## src/rtl/counter_dn_8b.sv

```systemverilog
// Loadable down counter with optional auto-reload on underflow, a cascadable
// borrow output and a registered one-cycle pulse on the 1 -> 0 decrement.
module counter_dn_8b #(
    parameter int WIDTH = 8
) (
    input  logic             clk,
    input  logic             clr,
    input  logic             p_en,
    input  logic             t_en,
    input  logic             ld_n,
    input  logic             auto_reload,
    input  logic [WIDTH-1:0] data_in,
    output logic [WIDTH-1:0] data_out,
    output logic             ripple_borrow_out,
    output logic             zero,
    output logic             done
);

    logic [WIDTH-1:0] r_count;
    logic [WIDTH-1:0] r_reload;
    logic             r_done;

    logic             w_cnt_en;
    logic             w_zero;
    logic             w_one;

    assign w_cnt_en = p_en & t_en;
    assign w_zero   = (r_count == '0);
    assign w_one    = (r_count == WIDTH'(1));

    always_ff @(posedge clk) begin
        if (clr) begin
            r_count  <= '0;
            r_reload <= '0;
            r_done   <= 1'b0;
        end else begin
            r_done <= 1'b0;
            if (!ld_n) begin
                r_count  <= data_in;
                r_reload <= data_in;
            end else if (w_cnt_en) begin
                if (!w_zero) begin
                    r_count <= r_count - WIDTH'(1);
                    r_done  <= w_one;
                end else if (auto_reload) begin
                    // A zero reload value simply parks the count at 0.
                    r_count <= r_reload;
                end else begin
                    r_count <= '1;
                end
            end
        end
    end

    assign data_out          = r_count;
    assign zero              = w_zero;
    // Borrow ignores p_en so it can drive the next stage's t_en.
    assign ripple_borrow_out = t_en & w_zero;
    assign done              = r_done;

endmodule

```

## config.mk

```make
export PLATFORM = sky130hd
export DESIGN_NAME = counter_dn_8b
export DESIGN_NICKNAME = d
export VERILOG_FILES = /design/src/rtl/counter_dn_8b.sv
export SDC_FILE = /design/constraint.sdc
export NUM_CORES = 1
export LEC_CHECK = 0
export CAP_MARGIN = 10
export CORE_MARGIN = 4
export CORE_UTILIZATION = 40
export DETAILED_ROUTE_END_ITERATION = 8
export PLACE_DENSITY = 0.79
export SYNTH_ARGS = -nofsm -noshare
export SYNTH_HDL_FRONTEND = slang
export SYNTH_SLANG_ARGS = --single-unit
```

## constraint.sdc

```tcl
create_clock -name clk -period 3.85 [get_ports clk]
set_clock_uncertainty 0.05 [all_clocks]
set_input_delay 0.5775 -clock clk [delete_from_list [all_inputs] [get_ports clk]]
set_output_delay 0.5775 -clock clk [all_outputs]
set_load 0.02 [all_outputs]
```

# Word level (Yosys, flattened, before mapping)
# Index checks and enable logic that the tools add are counted.
# word_totals
reg_bits,17
in_bits,14
out_inout_bits,11
elab_cells,16
# op_classes
n_addsub,1
eq_ne,2
n_mux,4
bitwise,4
n_reduce_logical,2
# ops
cell,count
$mux 8,4
$eq 8x1->1 const B,1
$logic_not 8->1,1
$sub 8x1->8 const B,1
$reduce_or 4->1,1
$and 1x1->1,2
$ne 2x1->1 const B,1
$not 1->1,2

# Logic depth before layout (Yosys ltp)
# Gate-level depths: netlist (run 1).
# logic_depth
word_depth,4
depth_mapped,8

# Worst setup path after synthesis (run 1)
# OpenSTA, ideal clock, no wires.
# synth_timing
path_type,reg2out
from,register r_count[2] (netlist: data_out[2])
to,output ripple_borrow_out
arrival_time_ns,1.782
t_required_ns,3.222
slack_ns,1.441
path_stages_with_launch,6
path_buffers,1
cell_sequence,dfxtp_1 -> or4_4 -> or3_1 -> buf_6 -> clkinv_4 -> and2_1
# synth_via
elab_chain_len,2
# synth_rtl
element,line,rtl
"start, declared",19,logic [WIDTH-1:0] r_count;
"start signal, assigned",39,r_count <= data_in;
"start signal, assigned",43,r_count <= r_count - WIDTH'(1);
"start signal, assigned",47,r_count <= r_reload;
$logic_not 8->1,28,assign w_zero = (r_count == '0);
named net zero,15,"output logic zero,"
$and 1x1->1,58,assign ripple_borrow_out = t_en & w_zero;
"end, declared",14,"output logic ripple_borrow_out,"
# The timed path passes the listed nets, and every way through them passes these cells.

# Final worst setup path (run 1)
# layout_timing
from,register r_count[2] (netlist: data_out[2])
to,output ripple_borrow_out
# layout_via
elab_chain_len,2
# layout_rtl
element,line
$logic_not 8->1,28
$and 1x1->1,58
# Every way passes these cells.

==> results of run 1 <==
-- logic make-up after synthesis --
group | after synthesis
buf+inv | 11
compound gates | 29
xor+xnor | 3
flops | 17
fa+ha+maj | 3
simple gates | 43
mux | 4
-- state kept, by name, indices dropped and copies added (netlist names) --
register	flops
done	1
data_out	8
r_reload	8
-- routing by layer --
metal,vias to the layer above,wire length [um],GRT usage
met2,24,1140,0.276
met5,-,0,0
met3,5,146,0.0621
li1,448,-,-
met4,0,28,0.0373
met1,414,1030,0.183
-- area by class of cell --
class / count / area (um^2) / share of cell area
flip-flops and latches: 17 / 340 / 0.277
inverters: 6 / 27.5 / 0.0224
multi-input cells: 82 / 551 / 0.448
repair buffers: 25 / 248 / 0.202
well taps: 28 / 35.0 / 0.0285
clock inverters: 1 / 5.00 / 0.00407
clock buffers: 3 / 22.5 / 0.0183
-- critical path: stages (launching register included) --
cell	delay, ps
dfxtp_1	380
or4_4	560
or3_1	500
clkinv_4	130
and2_1	130
clkdlybuf4s50_1	600
-- power by group through the flow --
stage	logic (uW)	clock network, uW	registers, uW
3_5_place_dp	132	0	206
6_report	132	98.9	202
5_1_grt	147	113	205
3_3_place_gp	128	0	205
2_1_floorplan	78.1	0	211
4_1_cts	133	101	202
-- how the worst max path moves through the flow --
stage	from	end	slack [ps]	cells after the start
after floorplan	data_out[2]$_SDFFE_PP0P_	ripple_borrow_out	1440	5
after detailed placement	data_out[2]$_SDFFE_PP0P_	ripple_borrow_out	960	5
after global routing	data_out[2]$_SDFFE_PP0P_	ripple_borrow_out	510	5
after CTS	data_out[2]$_SDFFE_PP0P_	ripple_borrow_out	610	5
final	data_out[2]$_SDFFE_PP0P_	ripple_borrow_out	620	5
after global placement	data_out[2]$_SDFFE_PP0P_	ripple_borrow_out	1010	5
-- stage by stage --
step           power (uW)  setup slack (ps)  hold WS (ps)
4_1_cts               436               609           453
2_1_floorplan         289              1440           402
3_5_place_dp          337               960           428
6_report              433               623           450
5_1_grt               464               511           504
3_3_place_gp          333              1010           421
-- cell usage in the layout, fill, tap and decap left out, drive strengths merged, types with 3 or more instances in the layout --
| cell type | Yosys | routed |
|---|---|---|
| clkdlybuf4s50 | 0 | 24 |
| o32ai | 4 | 4 |
| nor2 | 13 | 13 |
| a21oi | 14 | 14 |
| ha | 3 | 3 |
| and2 | 3 | 3 |
| inv | 5 | 5 |
| nor2b | 6 | 6 |
| mux2i | 4 | 4 |
| dfxtp | 17 | 17 |
| clkbuf | 4 | 3 |
| nor3b | 6 | 6 |
| xor2 | 3 | 3 |
| nand2b | 3 | 3 |
| or3 | 4 | 4 |
==> results.tsv, run 1 <==
metric	value	unit
CTS tree	built	
Post-CTS Hold Fix Bufs	0	
actual slew at the worst max-slew pin	652	ps
Sequential Power Share	0.467	
Max Cap Viol	0	
n_diodes	0	
status	completed	
IO Pins	25	
WL final	2340	um
Yosys warnings	0	
HP Start	r_reload[0]$_SDFFE_PP0N_	
Worst setup EP type	primary output	
clock transition at the registers of the reported paths	100	ps
Finished Core Util	0.550	
antenna violations before repair	0	
min-delay worst type	flop to flop	
Worst setup SP type	flop	
Tot GR Track Use	0.159	
Async SR Flop Fraction	0	
largest net degree at the start of global routing	24	
Placed Area	1200	um^2
clk buf depth	2	
Adder-Cell Fraction of Synth Area	0.0397	
Seq/Total Area, Yosys	0.360	
number of stages on the worst hold path	2	
Reg2Reg Capture Point	data_out[3]$_SDFFE_PP0P_	
worst path arrival time	2600	ps
Clk network pwr share	0.228	
R2R Path Start	data_out[2]$_SDFFE_PP0P_	
die area	3200	um^2
CP max FO	7	
post-synth top area share	0.360	
Clk Latency, worst-skew pair	300	ps
Rows	17	
Comb power frac	0.305	
Syn Area/Cell	8.59	um^2
Synth cell types	33	
f_max	310	MHz
Area Growth Syn to Fin	30.1	%
Synth Register Bits	17	
Post-synth EDFFs	0	
clock buffer count from CTS	3	
cell area after layout	1230	um^2
Synth Area in Compound Gates	0.212	
hold endpoint	r_reload[0]$_SDFFE_PP0N_	
post-synthesis mux area share	0.0424	
Non-Filler Instances	162	
share of cells above drive strength 1	0.0672	
critical path class	flop to primary output	
Root Buffer	clkbuf_4	
DR pass1 iterations	4	
fin crit share	0.838	
FILL cells	215	
Pwr Density	353	nW/um^2
vias per cell	5.50	
IO buf count	24	
Final GP Congestion	0.825	
Die Y-Extent	56.6	um
Leak	0.000462	uW
Post-CTS Repair Setup Buffers	0	
total internal power	291	uW
Starting DRT DRC Count	21	
initial core utilization	0.423	
Mapped Nets	127	
antenna-violating nets left	0	
cell with the most instances after synthesis	dfxtp_1	
Layout Nets	152	
vias after detailed routing	891	
DR WL/cell	14.4	um
DP HPWL	1750	um
global-route wire length before repair	4050	um
Slew Limit Fails	0	
post-cts sizing count	0	
slew margin rel.	0.564	
via count of the first global-routing pass	922	
final setup vio count	0	
Most used DFF post-synth	dfxtp_1	
Mapped Cells	110	
post-synthesis simple-gate area fraction	0.261	
sw frac	0.328	
die width	56.6	um
VDD IR-drop max	0.251	mV
xor and xnor fraction of the mapped netlist area	0.0278	
core area	2230	um^2
Sw Pwr	142	uW
DRC viols	0	
TNS Setup	0	ps
Mapped Area	945	um^2
Inst Count DP	158	
post-synth top area cell	dfxtp_1	
GRT overflow	0	
CP Data Required Time	3220	ps
Final Hold Viols	0	
largest family of logic cells by synthesized area	simple AND/OR/NAND/NOR gates	
Worst R2R Setup Slack	1790	ps
commonest cells in the synthesized netlist	dfxtp_1 (17), a21oi_1 (14), nor2_1 (13), nor2b_1 (6), nor3b_1 (6)	
RSZ-0062 raised after global routing	false	
Sink Count	17	
top cells by area, synth	dfxtp_1 (36%), a21oi_1 (7.4%), nor2_1 (5.2%)	
Final min period	3230	ps
worst reg2reg path depth	5	
H-tree depth	1	
Power figures use the tool's default switching activity.
==> run 2: changes to the inputs <==
clock period = 3.4 ns   (was 3.85 ns; I/O delays follow)
==> run 2 against run 1 <==
Net effect: power is 13% higher; final cell count rose by 0.62%; count of clock-buffer cells in the layout did not move; cell area up 0.61%; worst setup slack worse by 380 ps; critical path depth stayed put; sequential power is 13% higher; register-to-register slack worse by 460 ps; die area unchanged; critical endpoint unchanged; non-clock buffer count increased by 1; largest cell class unchanged; clock power increased by 14%.
==> results.tsv, run 2 (synthesized netlist as in run 1, its figures left out) <==
metric	value	unit	change
IO Pins	25		unchanged
Post-CTS Hold Fix Bufs	0		unchanged
DR pass1 iterations	4		unchanged
total internal power	330	uW	+14%
Area Growth Syn to Fin	30.9	%	
R2R Path Start	data_out[2]$_SDFFE_PP0P_		
Inst Count DP	159		+0.63%
Post-CTS Repair Setup Buffers	0		unchanged
Non-Filler Instances	163		+0.62%
die width	56.6	um	unchanged
core area	2230	um^2	unchanged
CP Data Required Time	2840	ps	-380 ps
Sequential Power Share	0.466		about the same
Sink Count	17		unchanged
WL final	2380	um	+1.8%
Slew Limit Fails	0		unchanged
share of cells above drive strength 1	0.0741		+0.00691
DR WL/cell	14.6	um	+1.1%
worst path arrival time	2590	ps	about the same
DRC viols	0		unchanged
DP HPWL	1770	um	+0.83%
Final Power	491	uW	+13%
Starting DRT DRC Count	27		+29%
Worst setup EP type	primary output		
H-tree depth	1		unchanged
Final min period	3150	ps	
n_diodes	0		unchanged
most frequent cells in the layout	clkdlybuf4s50_1 (24), dfxtp_1 (17), a21oi_1 (14)		
CP max FO	7		unchanged
clock buffer count from CTS	3		unchanged
antenna violations before repair	0		unchanged
Sw Pwr	161	uW	+13%
antenna-violating nets left	0		unchanged
cell area after layout	1240	um^2	+0.61%
Root Buffer	clkbuf_4		
fin crit share	0.927		
critical path class	flop to primary output		
IO buf count	24		unchanged
post-cts sizing count	0		unchanged
Final Hold Viols	0		unchanged
RSZ-0062 raised after global routing	false		
Placed Area	1210	um^2	+0.63%
Comb power frac	0.305		about the same
FILL cells	225		+4.7%
Rows	17		unchanged
VDD IR-drop max	0.323	mV	+29%
Tot GR Track Use	0.162		+0.00292
Finished Core Util	0.554		+0.00336
clk buf depth	2		unchanged
via count of the first global-routing pass	934		+1.3%
Clk Latency, worst-skew pair	300	ps	about the same
initial core utilization	0.423		unchanged
clock transition at the registers of the reported paths	110	ps	about the same
sw frac	0.327		-0.000586
die area	3200	um^2	unchanged
Worst setup SP type	flop		
largest net degree at the start of global routing	23		-4.2%
final setup vio count	0		unchanged
Reg2Reg Capture Point	data_out[3]$_SDFFE_PP0P_		
f_max	317	MHz	
status	completed		
worst reg2reg path depth	5		unchanged
Worst R2R Setup Slack	1330	ps	-460 ps
GRT overflow	0		unchanged
actual slew at the worst max-slew pin	313	ps	-340 ps
Layout Nets	153		+0.66%
most common cell after layout, fill and taps aside	clkdlybuf4s50_1		
slew margin rel.	0.791		+0.227
Clk network pwr share	0.229		about the same
HP Start	r_reload[0]$_SDFFE_PP0N_		
vias per cell	5.54		+0.73%
Max Cap Viol	0		unchanged
hold endpoint	r_reload[0]$_SDFFE_PP0N_		
min-delay worst type	flop to flop		
Leak	0.000467	uW	+1.0%
TNS Setup	0	ps	unchanged
CTS tree	built		
global-route wire length before repair	4080	um	+0.67%
Die Y-Extent	56.6	um	unchanged
vias after detailed routing	903		+1.3%
Pwr Density	397	nW/um^2	+13%
Final GP Congestion	0.858		+4.0%
number of stages on the worst hold path	2		unchanged
-- run 2: layout make-up --
| class | instances | area [um^2] | area share |
|---|---|---|---|
| Inverter | 6 | 27.5 | 0.0223 |
| Sequential cell | 17 | 340 | 0.275 |
| Clock buffer | 3 | 22.5 | 0.0182 |
| Clock inverter | 1 | 5.00 | 0.00405 |
| Multi-Input combinational cell | 82 | 551 | 0.445 |
| Timing Repair Buffer | 26 | 255 | 0.206 |
| Tap cell | 28 | 35.0 | 0.0283 |
-- run 2: how the worst max path moves through the flow --
stage | start | to | slack, ps
2_1_floorplan | data_out[2]$_SDFFE_PP0P_ | ripple_borrow_out | 1060
3_3_place_gp | data_out[2]$_SDFFE_PP0P_ | ripple_borrow_out | 630
3_5_place_dp | data_out[2]$_SDFFE_PP0P_ | ripple_borrow_out | 590
4_1_cts | data_out[2]$_SDFFE_PP0P_ | ripple_borrow_out | 250
5_1_grt | data_out[2]$_SDFFE_PP0P_ | ripple_borrow_out | 180
6_report | data_out[2]$_SDFFE_PP0P_ | ripple_borrow_out | 250
-- run 2: worst max-delay path, cell delays in order, from the launching register on --
cell and delay, ps:
dfxtp_1 390, or4_4 560, or3_1 500, clkinv_4 130
and2_1 120, clkdlybuf4s50_1 590
-- run 2: metal layers --
layer | track usage | wire (um) | vias to the layer above
li1 | - | - | 448
met1 | 0.187 | 1050 | 424
met2 | 0.279 | 1140 | 26
met3 | 0.0460 | 140 | 5
met4 | 0.0644 | 43 | 0
met5 | 0 | 0 | -
-- run 2: power groups by stage --
stage	clock network, uW	registers (uW)	logic, uW
after global placement	0	232	146
after detailed placement	0	233	149
after global routing	123	232	165
after floorplan	0	239	88.4
after CTS	116	229	151
final	113	229	150
-- run 2: stage by stage --
stage,hold slack [ps],worst slack [ps]
detailed placement,441,589
global route,489,185
global placement,422,631
floorplan,402,1060
finish,459,247
CTS,466,248
==> run 3: changes to the inputs <==
ABC_CLOCK_PERIOD_IN_PS = 3400   (was default)
RECOVER_POWER = 100   (was default)
==> run 3 against run 2 <==
Net effect: routed wire length up 0.38%; flip-flop and latch count unchanged; first-iteration DRC count is 15% lower; maximum frequency is 1.9% lower; sequential share of layout area up 0.17 points; global-route usage unchanged; final cell count unchanged; critical endpoint unchanged; largest power group unchanged.
==> results.tsv, run 3 (synthesized netlist as in run 1, its figures left out) <==
metric	value	unit	change
FILL cells	225		unchanged
DP HPWL	1770	um	unchanged
IO Pins	25		unchanged
Starting DRT DRC Count	23		-15%
RSZ-0062 raised after global routing	false		
GRT overflow	0		unchanged
Leak	0.000487	uW	+4.2%
initial core utilization	0.423		unchanged
Worst R2R Setup Slack	1290	ps	-40 ps
Worst setup EP type	primary output		
slew margin rel.	0.345		-0.446
Sink Count	17		unchanged
vias per cell	5.61		+1.3%
WHS	459	ps	+0.0510 ps
Layout Nets	153		unchanged
Area Growth Syn to Fin	30.1	%	
Slowest-stage cell, CP	dlygate4sd3_1		
IO buf count	24		unchanged
fin crit share	0.946		+0.0183
share of cells above drive strength 1	0.0593		-0.0148
Die Y-Extent	56.6	um	unchanged
met1 Use GR	0.187		unchanged
VDD IR-drop max	0.323	mV	-0.19%
clk buf depth	2		unchanged
gr busiest metal	met2		
largest net degree at the start of global routing	23		unchanged
register cell area after layout	340	um^2	unchanged
final setup margin	185	ps	-62.2 ps
final setup vio count	0		unchanged
die width	56.6	um	unchanged
critical path class	flop to primary output		
DR WL/cell	14.7	um	+0.38%
Final Hold Viols	0		unchanged
clock buffer count from CTS	3		unchanged
DP Worst Slack	589	ps	unchanged
Max stage delay on crit path	660	ps	+70 ps
met3 Resource Use GR	0.0460		unchanged
actual slew at the worst max-slew pin	983	ps	+671 ps
Clk Latency, worst-skew pair	300	ps	about the same
WL final	2390	um	+0.38%
H-tree depth	1		unchanged
most common cell after layout, fill and taps aside	dfxtp_1		
Tot GR Track Use	0.162		unchanged
Post-CTS Hold Fix Bufs	0		unchanged
DR pass1 iterations	4		unchanged
Worst setup SP type	flop		
vias after detailed routing	915		+1.3%
CP Data Required Time	2840	ps	about the same
CP max FO	7		unchanged
HP Start	r_reload[0]$_SDFFE_PP0N_		
R2R Path Start	data_out[2]$_SDFFE_PP0P_		
CTS tree	built		
Pwr Density	396	nW/um^2	-0.39%
Rows	17		unchanged
footprint of the multi-input gates	551	um^2	unchanged
Max Cap Viol	0		unchanged
Post-CTS Repair Setup Buffers	0		unchanged
antenna violations before repair	0		unchanged
n_diodes	0		unchanged
met2 Use GR	0.279		unchanged
Slew Limit Fails	0		unchanged
via count of the first global-routing pass	934		unchanged
global-route wire length before repair	4080	um	unchanged
Final GP Congestion	0.858		unchanged
antenna-violating nets left	0		unchanged
f_max	311	MHz	-1.9%
Root Buffer	clkbuf_4		
post-cts sizing count	0		unchanged
most frequent cells in the layout	dfxtp_1 (17), a21oi_1 (14), nor2_1 (13)		
status	completed		
min-delay worst type	flop to flop		
sequence of cells on the critical path	or4_4 > or3_1 > clkinv_4 > and2_1 > dlygate4sd3_1		
clock transition at the registers of the reported paths	110	ps	about the same
DRC viols	0		unchanged
crit path from	data_out[2]$_SDFFE_PP0P_		
Finished Core Util	0.550		-0.00336
core area	2230	um^2	unchanged
Final min period	3220	ps	+62.2 ps
die area	3200	um^2	unchanged
TNS Setup	0	ps	unchanged
worst path arrival time	2660	ps	+70 ps
## run 3: changes by cell type in the layout (fill, tap and decap cells not counted), sizes merged
cell,before,now
clkdlybuf4s50,24,12
dlygate4sd3,0,12
buf,2,0
clkbuf,3,5
## run 3: where the power goes
group          total (uW)  internal (uW)  switching, uW  leakage (uW)
Sequential            228            212           16.0      0.000140
Combinational         145           69.0           75.6      0.000329
Clock                 114           43.9           69.6     0.0000177
## run 3: critical path: cells and delay by family (launching register included)
kind          cells  cell delay [ps]
simple gates      3             1180
buf+inv           2              790
flops             1              380
## run 3: per-layer routing
metal  vias up  share of wire
li1        449              -
met1       430           0.43
met2        31           0.48
met3         5          0.074
met4         0          0.018
met5         -              0
## run 3: worst paths after layout
path	to	depth (start not counted)
setup / recovery	ripple_borrow_out	5
hold / removal	r_reload[0]$_SDFFE_PP0N_	2
setup reg to reg	data_out[3]$_SDFFE_PP0P_	5
hold reg to reg	r_reload[0]$_SDFFE_PP0N_	2
## run 3: final cells by class
type / count / share of cell area
Multi-Input combinational cell: 82 / 0.448
Tap cell: 28 / 0.0285
Clock inverter: 1 / 0.00407
Timing Repair Buffer: 26 / 0.202
Clock buffer: 3 / 0.0183
Sequential cell: 17 / 0.277
Inverter: 6 / 0.0224
## run 3: per-stage QoR
| step | cells | area, um^2 | total power [uW] |
|---|---|---|---|
| 6_report | 163 | 1230 | 486 |
| 5_1_grt | 163 | 1230 | 514 |
| 4_1_cts | 163 | 1240 | 495 |
| 3_5_place_dp | 159 | 1210 | 382 |
| 3_3_place_gp | 159 | 1210 | 378 |
| 2_1_floorplan | 110 | 945 | 327 |
